`src/rtl/pktchain_pkg.sv`:
```
// Shared definitions for the packetized configuration chain endpoint.
// Header fields sit at fixed offsets measured down from the phit MSB.
package pktchain_pkg;

  localparam logic [7:0] MSG_DATA = 8'h01;
  localparam logic [7:0] MSG_DONE = 8'h02;

  localparam int FIELD_W  = 8;
  localparam int TYPE_OFS = 0;   // offsets below the phit MSB
  localparam int LEN_OFS  = 8;
  localparam int HOP_OFS  = 16;

  typedef enum logic [2:0] {
    ST_IDLE,
    ST_FWD,
    ST_PROG_WAIT,
    ST_PROG_SHIFT,
    ST_DROP
  } state_e;

endpackage

```
`src/rtl/pktchain_phit_buf.sv`:
```
// One-entry valid/ready register slice for the downstream phit path.
// Accepts a new phit in the same cycle the held one drains.
module pktchain_phit_buf #(
  parameter int WIDTH = 32
) (
  input  logic             clk,
  input  logic             rst,
  input  logic             in_valid,
  input  logic [WIDTH-1:0] in_data,
  output logic             in_ready,
  output logic             out_valid,
  output logic [WIDTH-1:0] out_data,
  input  logic             out_ready
);

  logic             valid_q, valid_d;
  logic [WIDTH-1:0] data_q, data_d;

  assign in_ready  = !valid_q || out_ready;
  assign out_valid = valid_q;
  assign out_data  = data_q;

  always_comb begin
    valid_d = valid_q;
    data_d  = data_q;
    if (in_valid && in_ready) begin
      valid_d = 1'b1;
      data_d  = in_data;
    end else if (out_ready) begin
      valid_d = 1'b0;
    end
  end

  always_ff @(posedge clk or posedge rst) begin
    if (rst) begin
      valid_q <= 1'b0;
      data_q  <= '0;
    end else begin
      valid_q <= valid_d;
      data_q  <= data_d;
    end
  end

endmodule

```
`src/rtl/pktchain_clasp.sv`:
```
// Per-tile packet endpoint: consumes local packets into the config chain or forwards them.
// Optional PKTCHAIN_ERRCNT_EN adds an 8-bit saturating unknown-type counter (err_count).
module pktchain_clasp #(
  parameter int PHIT_WIDTH = 32,
  parameter int CFG_WIDTH  = 1
) (
  input  logic                  cfg_clk,
  input  logic                  cfg_rst,
  input  logic                  phit_i_valid,
  input  logic [PHIT_WIDTH-1:0] phit_i,
  output logic                  phit_i_ready,
  output logic                  phit_o_valid,
  output logic [PHIT_WIDTH-1:0] phit_o,
  input  logic                  phit_o_ready,
  output logic                  cfg_we,
  output logic [CFG_WIDTH-1:0]  cfg_o,
  output logic                  programmed
`ifdef PKTCHAIN_ERRCNT_EN
  ,
  output logic [7:0]            err_count
`endif
);
  import pktchain_pkg::*;

  localparam int SHIFTS = PHIT_WIDTH / CFG_WIDTH;
  localparam int CNT_W  = $clog2(SHIFTS + 1);

  state_e                state_q, state_d;
  logic [7:0]            remaining_q, remaining_d;
  logic [CNT_W-1:0]      shift_cnt_q, shift_cnt_d;
  logic [PHIT_WIDTH-1:0] sr_q, sr_d;
  logic                  programmed_q, programmed_d;
  logic                  active_q;

  logic [7:0]            hdr_type, hdr_len, hdr_hop;
  logic [PHIT_WIDTH-1:0] fwd_hdr;
  logic                  in_ready, accept;
  logic                  buf_in_valid, buf_in_ready;
  logic [PHIT_WIDTH-1:0] buf_in_data;

  assign hdr_type = phit_i[PHIT_WIDTH-1-TYPE_OFS -: FIELD_W];
  assign hdr_len  = phit_i[PHIT_WIDTH-1-LEN_OFS  -: FIELD_W];
  assign hdr_hop  = phit_i[PHIT_WIDTH-1-HOP_OFS  -: FIELD_W];

  always_comb begin
    fwd_hdr = phit_i;
    fwd_hdr[PHIT_WIDTH-1-HOP_OFS -: FIELD_W] = hdr_hop - 8'd1;
  end

  assign phit_i_ready = in_ready;
  assign accept       = phit_i_valid && in_ready;
  assign cfg_we       = (state_q == ST_PROG_SHIFT);
  assign cfg_o        = sr_q[PHIT_WIDTH-1 -: CFG_WIDTH];
  assign programmed   = programmed_q;

  always_comb begin
    state_d      = state_q;
    remaining_d  = remaining_q;
    shift_cnt_d  = shift_cnt_q;
    sr_d         = sr_q;
    programmed_d = programmed_q;
    in_ready     = 1'b0;
    buf_in_valid = 1'b0;
    buf_in_data  = phit_i;
    case (state_q)
      ST_IDLE: begin
        // Local headers never wait on a stalled downstream buffer.
        in_ready = active_q && (buf_in_ready || hdr_hop == '0);
        if (accept) begin
          remaining_d = hdr_len;
          if (hdr_hop != '0) begin
            buf_in_valid = 1'b1;
            buf_in_data  = fwd_hdr;
            if (hdr_len != '0) state_d = ST_FWD;
          end else if (hdr_type == MSG_DATA) begin
            if (hdr_len != '0) state_d = ST_PROG_WAIT;
          end else begin
            if (hdr_type == MSG_DONE) programmed_d = 1'b1;
            if (hdr_len != '0) state_d = ST_DROP;
          end
        end
      end
      ST_FWD: begin
        in_ready = buf_in_ready;
        if (accept) begin
          buf_in_valid = 1'b1;
          remaining_d  = remaining_q - 8'd1;
          if (remaining_q == 8'd1) state_d = ST_IDLE;
        end
      end
      ST_PROG_WAIT: begin
        in_ready = 1'b1;
        if (accept) begin
          sr_d        = phit_i;
          shift_cnt_d = CNT_W'(SHIFTS);
          remaining_d = remaining_q - 8'd1;
          state_d     = ST_PROG_SHIFT;
        end
      end
      ST_PROG_SHIFT: begin
        sr_d        = sr_q << CFG_WIDTH;
        shift_cnt_d = shift_cnt_q - 1'b1;
        if (shift_cnt_q == CNT_W'(1))
          state_d = (remaining_q == '0) ? ST_IDLE : ST_PROG_WAIT;
      end
      ST_DROP: begin
        in_ready = 1'b1;
        if (accept) begin
          remaining_d = remaining_q - 8'd1;
          if (remaining_q == 8'd1) state_d = ST_IDLE;
        end
      end
      default: state_d = ST_IDLE;
    endcase
  end

  always_ff @(posedge cfg_clk or posedge cfg_rst) begin
    if (cfg_rst) begin
      state_q      <= ST_IDLE;
      remaining_q  <= '0;
      shift_cnt_q  <= '0;
      sr_q         <= '0;
      programmed_q <= 1'b0;
      active_q     <= 1'b0;
    end else begin
      state_q      <= state_d;
      remaining_q  <= remaining_d;
      shift_cnt_q  <= shift_cnt_d;
      sr_q         <= sr_d;
      programmed_q <= programmed_d;
      active_q     <= 1'b1;
    end
  end

`ifdef PKTCHAIN_ERRCNT_EN
  logic [7:0] err_q, err_d;
  logic       err_hit;

  assign err_hit   = (state_q == ST_IDLE) && accept && (hdr_hop == '0) &&
                     (hdr_type != MSG_DATA) && (hdr_type != MSG_DONE);
  assign err_count = err_q;

  always_comb begin
    err_d = err_q;
    if (err_hit && err_q != '1) err_d = err_q + 8'd1;
  end

  always_ff @(posedge cfg_clk or posedge cfg_rst) begin
    if (cfg_rst) err_q <= '0;
    else         err_q <= err_d;
  end
`endif

  pktchain_phit_buf #(
    .WIDTH(PHIT_WIDTH)
  ) u_out_buf (
    .clk      (cfg_clk),
    .rst      (cfg_rst),
    .in_valid (buf_in_valid),
    .in_data  (buf_in_data),
    .in_ready (buf_in_ready),
    .out_valid(phit_o_valid),
    .out_data (phit_o),
    .out_ready(phit_o_ready)
  );

endmodule
```
`config.mk`:
```
export PLATFORM = sky130hd
export DESIGN_NAME = pktchain_clasp
export DESIGN_NICKNAME = d
export VERILOG_FILES = /design/src/rtl/pktchain_pkg.sv /design/src/rtl/pktchain_phit_buf.sv /design/src/rtl/pktchain_clasp.sv
export SDC_FILE = /design/constraint.sdc
export NUM_CORES = 1
export LEC_CHECK = 0
export CORE_UTILIZATION = 57
export CTS_CLUSTER_DIAMETER = 80
export CTS_CLUSTER_SIZE = 24
export DETAILED_ROUTE_END_ITERATION = 16
export DONT_BUFFER_PORTS = 1
export GPL_ROUTABILITY_DRIVEN = 0
export PLACE_DENSITY = 0.85
export SYNTH_ARGS = -nofsm -noshare
export SYNTH_HDL_FRONTEND = slang
export SYNTH_SLANG_ARGS = --single-unit
export TNS_END_PERCENT = 5
```
`constraint.sdc`:
```
create_clock -name cfg_clk -period 2.3 [get_ports cfg_clk]
set_input_delay 0.115 -clock cfg_clk [delete_from_list [all_inputs] [get_ports cfg_clk]]
set_output_delay 0.115 -clock cfg_clk [all_outputs]
set_load 0.005 [all_outputs]
```
**Word-level counts from Yosys, hierarchy flattened**

Cells that the tools add are included.
W data, S select, Z words.

- Register bits: 84
- Latch bits: 0
- Memory bits (writable): 0
- ROM bits: 0
- Bits of input ports: 36
- Output and inout port bits: 37
- Logic and storage cells: 78
- Memories kept: 0

- Add/sub/neg operators: 3
- Multiply operators: 0
- Divide/modulo/power cells: 0
- Magnitude comparators: 0
- Equality and inequality tests: 15
- Shift-type cells: 0
- Mux-type cells: 29
- Bitwise operators: 2
- Reduce and logical (&&, ||, !) cells: 21

Operator list:

| cell | number |
|---|---|
| $pmux W32 S2 | 1 |
| $mux W16 | 3 |
| $mux W32 | 1 |
| $mux W3 | 10 |
| $eq A8 B1 Y1 const B | 2 |
| $logic_not A8 Y1 | 2 |
| $mux W8 | 2 |
| $pmux W8 S2 | 1 |
| $reduce_bool A8 Y1 | 2 |
| $sub A8 B1 Y8 const B | 2 |
| $pmux W3 S4 | 1 |
| $pmux W6 S2 | 1 |
| $eq A8 B2 Y1 const B | 1 |
| $ne A2 B1 Y1 const B | 4 |
| $eq A3 B2 Y1 const B | 2 |
| $eq A6 B1 Y1 const B | 1 |
| $mux W6 | 1 |
| $ne A2 B2 Y1 const B | 3 |
| $reduce_and A6 Y1 | 1 |
| $reduce_bool A2 Y1 | 3 |
| $sub A6 B1 Y6 const B | 1 |
| $mux W1 | 5 |
| $reduce_and A5 Y1 | 1 |
| $reduce_or A2 Y1 | 2 |
| 13 further kinds | 17 |

**Logic depth before layout (Yosys ltp)**

- Word-level depth: 10
- Gate-level depth with buffers: 9
- Mapped depth without buffers: 7

**Modules after synthesis**

A second synthesis with hierarchy kept.

- Cells, all modules: 364
- Area, all modules: 4,460.5 µm²

By module, submodules not included:

| module | times used | cells an instance | area an instance (µm²) | seq. area each (µm²) |
|---|---|---|---|---|
| pktchain_clasp | 1 | 292 | 3,065.4 | 1,276.2 |
| pktchain_phit_buf | 1 | 72 | 1,395.1 | 825.8 |

**Least setup slack after synthesis**

Ideal clock, no wire load.

- Path kind: register -> register
- Start: reg state_q[0]
- End: reg u_out_buf.data_q[0] (netlist: u_out_buf.out_data[0])
- Setup time: 0.125 ns
- Arrival time: 1.780 ns
- Required time: 2.175 ns
- Path slack: 0.395 ns
- Stages on the path, launching flop included: 7
- Buffers on the path: 2
- Period minus slack after synthesis: 1.905 ns
- Cell sequence: dfrtp_1 nor3_1 nand3_1 o31ai_2 buf_6 buf_6 mux2_4

- Word-level cells in the longest chain between the ends: 7
- Elaborated cells between the ends (all ways): 13
- Those cells by class: 3 x eq/ne; 6 x mux; 4 x reduce/logical

Ends and longest elaborated chain:

| what | RTL line | text |
|---|---|---|
| start, declared | pktchain_clasp.sv:28 | `state_e state_q, state_d;` |
| start signal, assigned | pktchain_clasp.sv:126 | `state_q <= state_d;` |
| $eq A3 B3 Y1 / $eq A3 B2 Y1 (equally long branches) | pktchain_clasp.sv:65 | `case (state_q)` |
| $reduce_or A2 Y1 (no source line) | -- |  |
| $pmux W1 S3 | pktchain_clasp.sv:65 |  |
| $logic_and A1 B1 Y1 | pktchain_clasp.sv:51 | `assign accept = phit_i_valid && in_ready;` |
| $mux W1, on equally long branches | pktchain_clasp.sv:85, pktchain_clasp.sv:69 |  |
| $pmux W1 S2 | pktchain_clasp.sv:65 |  |
| $logic_and A1 B1 Y1 | pktchain_phit_buf.sv:26 | `if (in_valid && in_ready) begin` |
| end signal, assigned | pktchain_phit_buf.sv:40 | `data_q <= data_d;` |
| end, declared | pktchain_phit_buf.sv:17 | `logic [WIDTH-1:0] data_q, data_d;` |

Several ways; a longest one is shown, not always the timed one.
A chain may end at the register's enable or synchronous reset.

**Final worst setup path**

- Start: reg state_q[0]
- End: reg remaining_q[0]

- Word-level cells in the longest chain between the ends: 6
- Elaborated cells between the ends (all ways): 13
- Those cells by class: 5 x eq/ne; 2 x mux; 6 x reduce/logical

Ends and longest elaborated chain:

| what | RTL line | text |
|---|---|---|
| $eq A3 B3 Y1 / $eq A3 B2 Y1 (equally long branches) | pktchain_clasp.sv:65 |  |
| $reduce_or A2 Y1 (no source line) | -- |  |
| $pmux W1 S3 | pktchain_clasp.sv:65 |  |
| $logic_and A1 B1 Y1 | pktchain_clasp.sv:51 |  |
| $ne A2 B1 Y1 (no source line) / $ne A2 B2 Y1 (equally long branches) | -- |  |
| $reduce_and A3 Y1 (no source line) | -- |  |
| end signal, assigned | pktchain_clasp.sv:127 | `remaining_q <= remaining_d;` |
| end, declared | pktchain_clasp.sv:29 | `logic [7:0] remaining_q, remaining_d;` |

Several ways; a longest one is shown, not always the timed one.

==> results by group <==
Worst setup path
  – Max FO, Critical Path: 6
  – CP peak stage delay: 0.60 ns
  – Crit-path cells: nor3_1 -> nand3_1 -> o21ai_0 -> nor2_1 -> a311oi_1
  – Path type of the worst setup path: reg -> reg
  – Reg2Reg Depth: 5
  – R2r setup slk: 0.20 ns
  – Slowest cell on crit path: o21ai_0
  – CP arrival: 2.33 ns
  – Startpoint Class: flop
  – WP data required: 2.53 ns
  – CP Capture Type: flop

Power and ir drop
  – Leakage power: 2.148 nW
  – Max VDD drop: 0.0006384 V
  – Cell Pwr Density: 1118 nW/µm²

Routing
  – Vias post-DR: 3333
  – 1st-pass router iterations: 5
  – Starting DRT DRC Count: 336
  – DR DRC count: 0
  – Routed vias/inst: 6.138
  – Routed Antenna Nets: 0
  – Drt total wl: 10310 µm
  – DR WL/cell: 18.98 µm

Placement
  – Final HPWL DP: 6415 µm
  – Dpl ws: 0.3041 ns
  – # port buffers: 0
  – Dpl cells: 496

STA
  – RSZ-0062 raised after global routing: no
  – Fin worst setup slack: 0.2005 ns
  – Total Neg Setup Slack: 0 ns
  – Endpoints failing setup: 0
  – Slew Limit Headroom: 39.23%
  – Worst Max-Slew Pin Slew: 0.9104 ns
  – Slew Limit Fails: 0
  – Fin. Hold Viols: 0
  – Crit share post-route: 91.28%
  – Min Clock Period, post-route: 2.099 ns
  – Clk_skew: 0.009345 ns
  – Max Clk Rate: 476.3 MHz

Synth
  – Mapped Cells: 406
  – Seq/Total Area, Yosys: 50.06%
  – Share of async-settable or async-resettable flops after synthesis: 100.0%
  – Synth area leaders: dfrtp_1 (50%), mux2i_1 (6.9%), o21ai_0 (6.0%), mux2_2 (5.1%), nand2_1 (3.8%)
  – Mapped Nets: 448
  – Cell area after synthesis: 4199 µm²
  – Commonest cells in the netlist: dfrtp_1 (84), o21ai_0 (50), nand2_1 (42)
  – Synth top area share: 50.06%
  – Post-synth EDFFs: 0
  – Post-synth top flop: dfrtp_1
  – Cell taking the most area after synthesis: dfrtp_1
  – Post-synth cell types: 54
  – Synthesis Warnings: 0
  – #FFs+latches synth: 84
  – Avg Cell Area, Syn: 10.34 µm²
  – Count leader, synth: dfrtp_1

GRT
  – Global-route wire length before repair: 16590 µm
  – Grt ovf: 0
  – Total track usage: 29.03%
  – Number of global-route vias before repair: 3256
  – Largest net degree at the start of global routing: 54
  – Initial antenna violation count: 0

Finish
  – N_diodes: 0
  – Nets: 484
  – Final Instance Count excl. Fillers: 543
  – Layout cell share with drive strength beyond 1: 14.99%
  – Multi-input gate area: 1981 µm²
  – Storage cell area: 2102 µm²
  – Area delta synth->final: 15.97%
  – Fillers: 482
  – Layout Utilization: 70.13%

Floorplan
  – Row cnt: 30
  – Die area: 7714 µm²
  – I/O pins: 73
  – Core Region: 6944 µm²
  – Die height: 87.83 µm
  – Die W: 87.83 µm
  – Starting density of the core: 60.47%

Clocking
  – CTS Buf Count: 9
  – Worst-path clk slew: 0.09 ns
  – Clk_lat worst skew: 0.36 ns
  – CTS tree: done
  – Clock H-tree levels: 3
  – Max Buffers Root-to-Sink: 2
  – Sink Count: 84
  – Setup Fix Bufs, Post-CTS: 0
  – Root buf cell: clkbuf_8

Run status
  – Status: finished clean

Min path
  – Cells on Worst Hold Path: 2
  – Hold Path Class: in -> reg

Flow run
  – Maxcap violations: 0
-- power breakdown --
part / leakage (nW) / switching (mW) / total, mW / internal (mW)
sequential: 1.05 / 0.489 / 2.59 / 2.11
combinational: 1.00 / 1.01 / 1.86 / 0.849
clock: 0.0896 / 0.536 / 0.989 / 0.453
-- cells in the final DEF, fill, tap and decap left out, types with 3 or more instances in the layout --
cell type | Yosys | routed
mux2_2 | 19 | 19
nor3b_1 | 5 | 5
mux2_4 | 8 | 8
inv_1 | 10 | 9
mux2i_1 | 29 | 29
clkbuf_8 | 0 | 11
dlygate4sd3_1 | 0 | 31
or3_1 | 3 | 3
nor3_1 | 15 | 15
nor4_1 | 8 | 8
buf_4 | 0 | 13
o21ai_0 | 50 | 49
dfrtp_1 | 84 | 84
nand2_1 | 42 | 42
ha_1 | 6 | 6
a21oi_1 | 22 | 22
nor2_1 | 27 | 27
nand3_1 | 3 | 3
nand2b_1 | 4 | 4
xnor2_1 | 8 | 8
nor2b_1 | 4 | 4
-- registers in the layout, summed over array words and instances (netlist names) --
name                 cells
active_q                 1
programmed               1
remaining_q              8
shift_cnt_q              6
sr_q                    32
state_q                  3
u_out_buf.out_data      32
u_out_buf.out_valid      1
-- layout make-up --
class | count | share of cell area, %
repair buffers | 46 | 9.198
inverters | 10 | 0.7965
multi-input cells | 291 | 40.67
flip-flops and latches | 84 | 43.17
well taps | 96 | 2.467
clock buffers | 13 | 3.263
clock inverters | 3 | 0.4368
-- per-layer routing --
layer  vias up  global-route usage [%]  share of wire (%)
li1       1511                       -                  -
met1      1625                   38.29                 42
met2       172                   46.72                 48
met3        25                   5.184                7.7
met4         0                   14.01                2.5
met5         -                       0                  0
-- worst paths after layout --
check                                               to  startpoint
worst min-delay path                          sr_q[22]  phit_i[22]
worst max register to register          remaining_q[0]  state_q[0]
worst min register to register                 sr_q[5]     sr_q[5]
min in group asynchronous                      sr_q[0]     cfg_rst
worst max-delay path                    remaining_q[0]  state_q[0]
max in group asynchronous       u_out_buf.out_data[13]     cfg_rst
-- per-stage QoR --
stage	instance area (µm²)	hold WS, ns	power (mW)
6_report	4870	0.003344	5.445
3_5_place_dp	4379	0.2187	4.350
5_1_grt	4870	0.0009442	5.787
2_1_floorplan	4199	0.2549	3.870
4_1_cts	4870	0.0004547	5.387
3_3_place_gp	4379	0.2035	4.201
-- cell families (layout without fill, tap and decap cells) --
kind of cell	after synthesis	count (layout)	synth area share, %
muxes	56	56	14.87
DFF	84	84	50.06
AOI/OAI and AO/OA	92	92	12.52
other	1	1	0.08931
buffers and inverters	31	72	3.248
and+or+nand+nor	126	126	15.35
adders and majority gates	6	6	1.788
xor gates and xnor gates	10	10	2.086
-- worst max-delay path: cells and delay by family (launching register included) --
family | cells | cell delay, ns
AND/OR/NAND/NOR | 3 | 0.62
flip-flops | 1 | 0.39
AO/OA/AOI/OAI | 2 | 0.96
-- repair_timing --
item,CTS,global route
endpoints found under the hold margin,106,0
hold buffers,31,0
resized for setup,0,0
Note: power is estimated with default switching activity, not from simulation.
